<file path="config.mk">
export PLATFORM = sky130hd
export DESIGN_NAME = alu_sequencer
export DESIGN_NICKNAME = d
export VERILOG_FILES = /design/src/rtl/alu_sequencer.sv
export SDC_FILE = /design/constraint.sdc
export NUM_CORES = 1
export LEC_CHECK = 0
export CAP_MARGIN = 10
export CORE_UTILIZATION = 50
export DETAILED_ROUTE_END_ITERATION = 16
export DONT_BUFFER_PORTS = 1
export HOLD_SLACK_MARGIN = 0.03
export SLEW_MARGIN = 20
export SYNTH_ARGS = -nofsm -noshare
export SYNTH_HDL_FRONTEND = slang
export SYNTH_SLANG_ARGS = --single-unit
</file>
<file path="constraint.sdc">
create_clock -name clk -period 1.4 [get_ports clk]
set_input_delay 0.14 -clock clk [delete_from_list [all_inputs] [get_ports clk]]
set_output_delay 0.14 -clock clk [all_outputs]
set_load 0.03 [all_outputs]
</file>
<file path="src/rtl/alu_sequencer.sv">
// Command front-end for a free-running registered ALU: issues one captured op per
// command, holds the accumulator between commands and guards divide-by-zero.
module alu_sequencer #(
   parameter logic [7:0] DIV0_VALUE = 8'hFF
) (
   input  logic       clk,
   input  logic       rst,
   input  logic       cmd_valid,
   output logic       cmd_ready,
   input  logic [3:0] cmd_op,
   input  logic [7:0] cmd_a,
   input  logic [7:0] cmd_b,
   output logic       rsp_valid,
   input  logic       rsp_ready,
   output logic [7:0] rsp_data,
   output logic       rsp_err,
   output logic [7:0] alu_a,
   output logic [7:0] alu_b,
   output logic [3:0] alu_sel,
   input  logic [7:0] alu_out,
   output logic       busy
);

   localparam int unsigned DATA_W = 8;
   localparam int unsigned OP_W   = 4;

   localparam logic [2:0] S_CLEAR   = 3'd0;
   localparam logic [2:0] S_IDLE    = 3'd1;
   localparam logic [2:0] S_ISSUE   = 3'd2;
   localparam logic [2:0] S_CAPTURE = 3'd3;
   localparam logic [2:0] S_RESP    = 3'd4;

   localparam logic [OP_W-1:0] OP_DIV   = 4'd3;
   localparam logic [OP_W-1:0] OP_HOLD  = 4'd4;
   localparam logic [OP_W-1:0] OP_CLEAR = 4'd9;

   logic [2:0]        state, state_nxt;
   logic [OP_W-1:0]   op_q, op_nxt;
   logic [DATA_W-1:0] a_q, a_nxt;
   logic [DATA_W-1:0] b_q, b_nxt;
   logic              div0_q, div0_nxt;

   logic              rsp_valid_nxt;
   logic [DATA_W-1:0] rsp_data_nxt;
   logic              rsp_err_nxt;
   logic [DATA_W-1:0] alu_a_nxt, alu_b_nxt;
   logic [OP_W-1:0]   alu_sel_nxt;
   logic              cmd_ready_nxt, busy_nxt;

   // State, captured command and registered outputs
   always_ff @(posedge clk) begin
      if (rst) begin
         state     <= S_CLEAR;
         op_q      <= '0;
         a_q       <= '0;
         b_q       <= '0;
         div0_q    <= 1'b0;
         rsp_valid <= 1'b0;
         rsp_data  <= '0;
         rsp_err   <= 1'b0;
         alu_a     <= '0;
         alu_b     <= '0;
         alu_sel   <= OP_CLEAR;
         cmd_ready <= 1'b0;
         busy      <= 1'b1;
      end else begin
         state     <= state_nxt;
         op_q      <= op_nxt;
         a_q       <= a_nxt;
         b_q       <= b_nxt;
         div0_q    <= div0_nxt;
         rsp_valid <= rsp_valid_nxt;
         rsp_data  <= rsp_data_nxt;
         rsp_err   <= rsp_err_nxt;
         alu_a     <= alu_a_nxt;
         alu_b     <= alu_b_nxt;
         alu_sel   <= alu_sel_nxt;
         cmd_ready <= cmd_ready_nxt;
         busy      <= busy_nxt;
      end
   end

   // Next state, command capture and response update
   always_comb begin
      state_nxt     = state;
      op_nxt        = op_q;
      a_nxt         = a_q;
      b_nxt         = b_q;
      div0_nxt      = div0_q;
      rsp_valid_nxt = rsp_valid;
      rsp_data_nxt  = rsp_data;
      rsp_err_nxt   = rsp_err;

      case (state)
         S_CLEAR: state_nxt = S_IDLE;
         S_IDLE: begin
            if (cmd_valid) begin
               op_nxt    = cmd_op;
               a_nxt     = cmd_a;
               b_nxt     = cmd_b;
               div0_nxt  = (cmd_op == OP_DIV) && (cmd_b == '0);
               state_nxt = S_ISSUE;
            end
         end
         S_ISSUE: state_nxt = S_CAPTURE;
         S_CAPTURE: begin
            rsp_data_nxt  = div0_q ? DIV0_VALUE : alu_out;
            rsp_err_nxt   = div0_q;
            rsp_valid_nxt = 1'b1;
            state_nxt     = S_RESP;
         end
         S_RESP: begin
            if (rsp_ready) begin
               rsp_valid_nxt = 1'b0;
               state_nxt     = S_IDLE;
            end
         end
         default: state_nxt = S_CLEAR;
      endcase
   end

   // ALU drive for the coming cycle: the captured op only while in ISSUE, hold otherwise
   always_comb begin
      alu_sel_nxt   = OP_HOLD;
      alu_a_nxt     = '0;
      alu_b_nxt     = '0;
      cmd_ready_nxt = (state_nxt == S_IDLE);
      busy_nxt      = (state_nxt != S_IDLE);

      if (state_nxt == S_CLEAR) begin
         alu_sel_nxt = OP_CLEAR;
      end else if (state_nxt == S_ISSUE && !div0_nxt) begin
         alu_sel_nxt = op_nxt;
         alu_a_nxt   = a_nxt;
         alu_b_nxt   = b_nxt;
      end
   end

endmodule

</file>
# After elaboration in Yosys (flattened, before gate mapping)

Cells that the tools add are included.

Register bits: 56
Output and inout bits: 32
Word-level logic and storage cells: 49

Equal/unequal tests: 9
Multiplexer cells: 15
Bitwise gates (word level): 1
Reduce and logical (&&, ||, !) cells: 10

Operator list:

| kind               | count |
|---|---|
| $mux 8             | 5 |
| $pmux 3 s5         | 1 |
| $mux 4             | 3 |
| $eq 3x2->1 const B | 3 |
| $logic_not 8->1    | 1 |
| $eq 3x1->1 const B | 2 |
| $logic_not 3->1    | 2 |
| $mux 3             | 2 |
| $eq 4x2->1 const B | 1 |
| $eq 3x3->1 const B | 1 |
| $mux 1             | 3 |
| $ne 3x1->1 const B | 1 |
| $reduce_or 3->1    | 1 |
| $logic_and 1x1->1  | 2 |
| $ne 2x2->1 const B | 1 |
| $pmux 1 s2         | 1 |
| $reduce_and 2->1   | 1 |
| $reduce_bool 2->1  | 1 |
| $reduce_or 2->1    | 1 |
| $logic_not 1->1    | 1 |
| $not 1->1          | 1 |

# Longest topological paths before layout

Depth in word-level cells: 8
Gate-level depth with buffers: 6

# Worst setup path before layout

OpenSTA, ideal clock, no wires.

Path type: reg2reg
Start point: register state[2]
End point: register alu_a[0]
Setup time: 0.065 ns
Data arrival time: 1.213 ns
Required time: 1.335 ns
Setup slack: 0.122 ns
Cell stages (with the launch flop): 6
Buffers on the path: 2
Period minus slack after synthesis: 1.278 ns
Path through: dfxtp_1 -> buf_6 -> nand4bb_1 -> buf_6 -> a311o_4 -> nor2_1

Longest elaborated chain between the ends: 6
Elaborated cells on any way between the ends: 16
Classes of those cells: 5 x eq/ne; 5 x mux; 1 x bitwise; 5 x reduce/logical

Ends and longest elaborated chain:

| element                                       | line | text |
|---|---|---|
| from (decl)                                   | 37   | `logic [2:0] state, state_nxt;` |
| from (signal assigned)                        | 67   | `state <= state_nxt;` |
| $eq 3x3->1 (tied with other cells)            | 94   | `case (state)` |
| $pmux 3 s5 or $mux 1 (tied branches)          | 94   |  |
| $eq 3x2->1 or $logic_not 1->1 (tied branches) | 132  | `end else if (state_nxt == S_ISSUE && !div0_nxt) begin` |
| $logic_and 1x1->1                             | 132  |  |
| $not 1->1 (no source line)                    | -    |  |
| $reduce_or 3->1 (no source line)              | -    |  |
| to (signal assigned)                          | 75   | `alu_a <= alu_a_nxt;` |
| to (decl)                                     | 17   | `output logic [7:0] alu_a,` |

Several ways; a longest one is shown, not always the timed one.
A chain may end at the register's enable or synchronous reset.

# Final worst setup path

Start point: register state[2]
End point: register alu_b[1]

Longest elaborated chain between the ends: 6
Elaborated cells on any way between the ends: 16
Classes of those cells: 5 x eq/ne; 5 x mux; 1 x bitwise; 5 x reduce/logical

Ends and longest elaborated chain:

| element                                       | line | text |
|---|---|---|
| $eq 3x3->1 (tied with other cells)            | 94   |  |
| $pmux 3 s5 or $mux 1 (tied branches)          | 94   |  |
| $eq 3x2->1 or $logic_not 1->1 (tied branches) | 132  |  |
| $logic_and 1x1->1                             | 132  |  |
| $not 1->1 (no source line)                    | -    |  |
| $reduce_or 3->1 (no source line)              | -    |  |
| to (signal assigned)                          | 76   | `alu_b <= alu_b_nxt;` |
| to (decl)                                     | 18   | `output logic [7:0] alu_b,` |

Several ways; a longest one is shown, not always the timed one.

==> impl_metrics.csv <==
group,metric,value,unit
timing,tightest_slew,371,ps
timing,skew,7.11,ps
finish,fin_area,2120,sq um
pwr,p_comb_frac,0.127,
yosys,yosys_register_bits,44,
yosys,syn-num-nets,186,
grt,antenna_found_initial,0,
worst_hold_path,hold_depth,3,
grt,grt_pass1_wl,4930,um
cts,clkSlewWorstSetupHoldPaths,120,ps
floorplanning,fp.dieH,58.2,um
place,placed_cells,202,
worst_setup_path,crit_fanout,8,
pwr,seqPwrFrac,0.562,
drt,wl_per_cell,13.9,um
worst_setup_path,critPathMaxStageDelay,500,ps
drt,finalWirelength,3360,um
worst_setup_path,worst_setup_path_end_kind,"flop",
place,place_ws,76.6,ps
drt,first_iter_violations,33,
cts,root_buffer,"clkbuf_4",
drt,vias,1236,
floorplanning,coreArea,3030,sq um
grt,grt_max_degree,28,
worst_setup_path,rr_worst_depth,3,
worst_setup_path,start_kind,"flop",
cts,tritoncts,"done",
grt,grt.total_usage,0.196,
worst_hold_path,hp-class,"in -> reg",
timing,final.period_utilization,0.961,
drt,dr.pass1.iters,4,
drt,ant_nets,0,
floorplanning,num_rows,20,
timing,fmax,0.744,GHz
worst_setup_path,crit_required,1690,ps
flow_run,cap_violations,0,
floorplanning,initial_core_util,0.521,
finish,fillers,235,
worst_setup_path,slowest_stage,"a311o_4",
cts,h-tree-depth,2,
timing,finalHoldViolCount,0,
cts,insertion_delay,350,ps
pwr,pwr-share-clk,0.311,
worst_setup_path,r2r-start,"state[2]",
timing,grt_setup_unrepaired,"false",
worst_hold_path,min_to,"state[2]",
pwr,leakage,0.839,nW
finish,layout_commonest_cell,"dfxtp_1",
finish,fin_nets,229,
grt,grt_remaining_overflow,0,
worst_setup_path,ff2ff_setup_slack,60,ps
worst_setup_path,timing.rr.end,"alu_b[1]",
worst_setup_path,crit_type,"reg -> reg",
timing,drv_slew,0,
timing,slew_headroom,0.752,
timing,min_period,1340,ps
grt,grt_pass1_vias,1146,
pwr,swShare,0.246,
pwr,total_power,2.44,mW
timing,fin_setup_tns,0,ps
finish,final_cells,242,
floorplanning,pin_count,64,
timing,finalSetupViolations,0,
grt,met1_usage,0.211,
place,hpwlAfterDp,2050,um
pwr,vdd_drop_max,0.618,mV
yosys,synth.distinct_cells,32,
floorplanning,die_area,3380,sq um
finish,synthToLayoutAreaGrowth,34.4,%
grt,grtUsageMet2,0.340,
yosys,yosys_warnings,0,
yosys,seq_area_frac_synth,0.559,
finish,drive_above_1_share,0.162,
drt,drt_drc_violations_left,0,
status,outcome,"finished, final reports clean",
yosys,syn_inst,154,
place,dpl_cell_area,1690,sq um
grt,met3_usage,0.0848,
yosys,avgSynthCellArea,10.2,sq um
finish,final_core_util,0.700,
timing,holdWs,36.4,ps
pwr,intPower,1.84,mW
yosys,syn_area,1580,sq um
pwr,powerDensity,1150,nW/um^2
cts,numCtsBuffers,5,
timing,timing.final.ws_setup,55.2,ps
drt,vias_per_cell,5.11,
grt,gr-max-usage-layer,"met2",
finish,diodes,0,
worst_setup_path,worstPathArrival,1630,ps
place,io_buffers,0,
worst_hold_path,hold_start,"rsp_ready",
floorplanning,die_w,58.2,um
worst_setup_path,path_cells,"nand4bb_1 > a311o_4 > nor2_1",
finish,final_cell_mix,"dfxtp_1 (43), nor2_1 (37), dlygate4sd3_1 (31)",
cts,clock_path_buffers,2,
place,globalplace.congestion,0.731,
cts,cts.sinks,44,
pwr,power.switching,0.601,mW
-- worst max path at each step --
| stage | from | end | slack [ps] | cells past startpoint |
|---|---|---|---|---|
| final | state[2] | alu_b[1] | 60 | 3 |
| after global routing | cmd_op[3] | alu_a[4] | 10 | 4 |
| after CTS | cmd_b[6] | alu_a[5] | 20 | 4 |
| after detailed placement | state[2] | alu_a[5] | 80 | 3 |
| after global placement | state[2] | alu_a[3] | 120 | 3 |
| after floorplan | state[2] | alu_a[0] | 120 | 5 |
-- power groups by stage --
stage                     logic, mW  registers (mW)  clock network (mW)
after global routing          0.337            1.38               0.845
after floorplan               0.148            1.42                   0
after CTS                     0.251            1.37               0.782
after detailed placement      0.208            1.40                   0
after global placement        0.201            1.40                   0
final                         0.310            1.37               0.759
-- cell type report --
class                           instances  area (sq um)  share of cell area
Sequential cell                        44           882               0.416
Timing Repair Buffer                   48           463               0.219
Tap cell                               44          55.1              0.0260
Clock inverter                          2          35.0              0.0165
Inverter                                1          3.75             0.00177
Multi-Input combinational cell         97           638               0.301
Clock buffer                            6          41.3              0.0195
-- cell usage after synthesis --
cell type	instances	area [sq um]
a21oi_1	5	25.0
clkbuf_1	4	15.0
a311o_4	1	20.0
or2_2	1	6.26
buf_2	3	15.0
o21ai_1	1	5.00
nor4b_2	2	30.0
and2_1	9	56.3
nand3b_1	1	7.51
nor2_1	37	139
and3_1	1	6.26
nor3_1	2	10.0
buf_1	1	3.75
mux2i_1	10	100
and4bb_1	1	12.5
o31a_1	1	8.76
buf_6	2	22.5
o22ai_1	1	6.26
a311oi_4	1	26.3
nor3b_1	1	7.51
buf_4	2	15.0
a211oi_1	8	60.1
nor4_2	1	12.5
nand2_1	5	18.8
o21ba_2	1	10.0
o21bai_1	1	7.51
and3b_1	1	8.76
inv_1	1	3.75
nand4bb_1	1	11.3
dfxtp_1	44	881
nand4_1	1	6.26
nor2b_1	3	18.8
-- sequential cells by signal, indices dropped and copies added (netlist names), 3 cells and up --
register and flops:
b_q 7, rsp_data 8, alu_a 8, alu_sel 4, state 3, alu_b 8
-- layer usage --
metal | share of wire | up-vias | wire length [um]
li1 | - | 602 | -
met1 | 0.41 | 586 | 1380
met2 | 0.51 | 43 | 1720
met3 | 0.064 | 5 | 216
met4 | 0.011 | 0 | 37
met5 | 0 | - | 0
-- worst max-delay path: cells and delay by family, from the launching register on --
family | cells | cell delay [ps]
flops | 1 | 340
compound gates | 1 | 500
simple gates | 2 | 440
-- logic make-up after synthesis --
group / Yosys count / synth area share
AO/OA/AOI/OAI: 20 / 0.107
buffers and inverters: 13 / 0.0476
flip-flops: 44 / 0.559
multiplexers: 10 / 0.0635
AND/OR/NAND/NOR: 67 / 0.223
-- what timing repair did --
action,in CTS,in global routing
buffers inserted,0,0
endpoints found under the hold margin,44,41
resized for setup,0,3
hold buffers,18,14
setup endpoints to repair,0,17
Note: power is estimated with default switching activity, not from simulation.
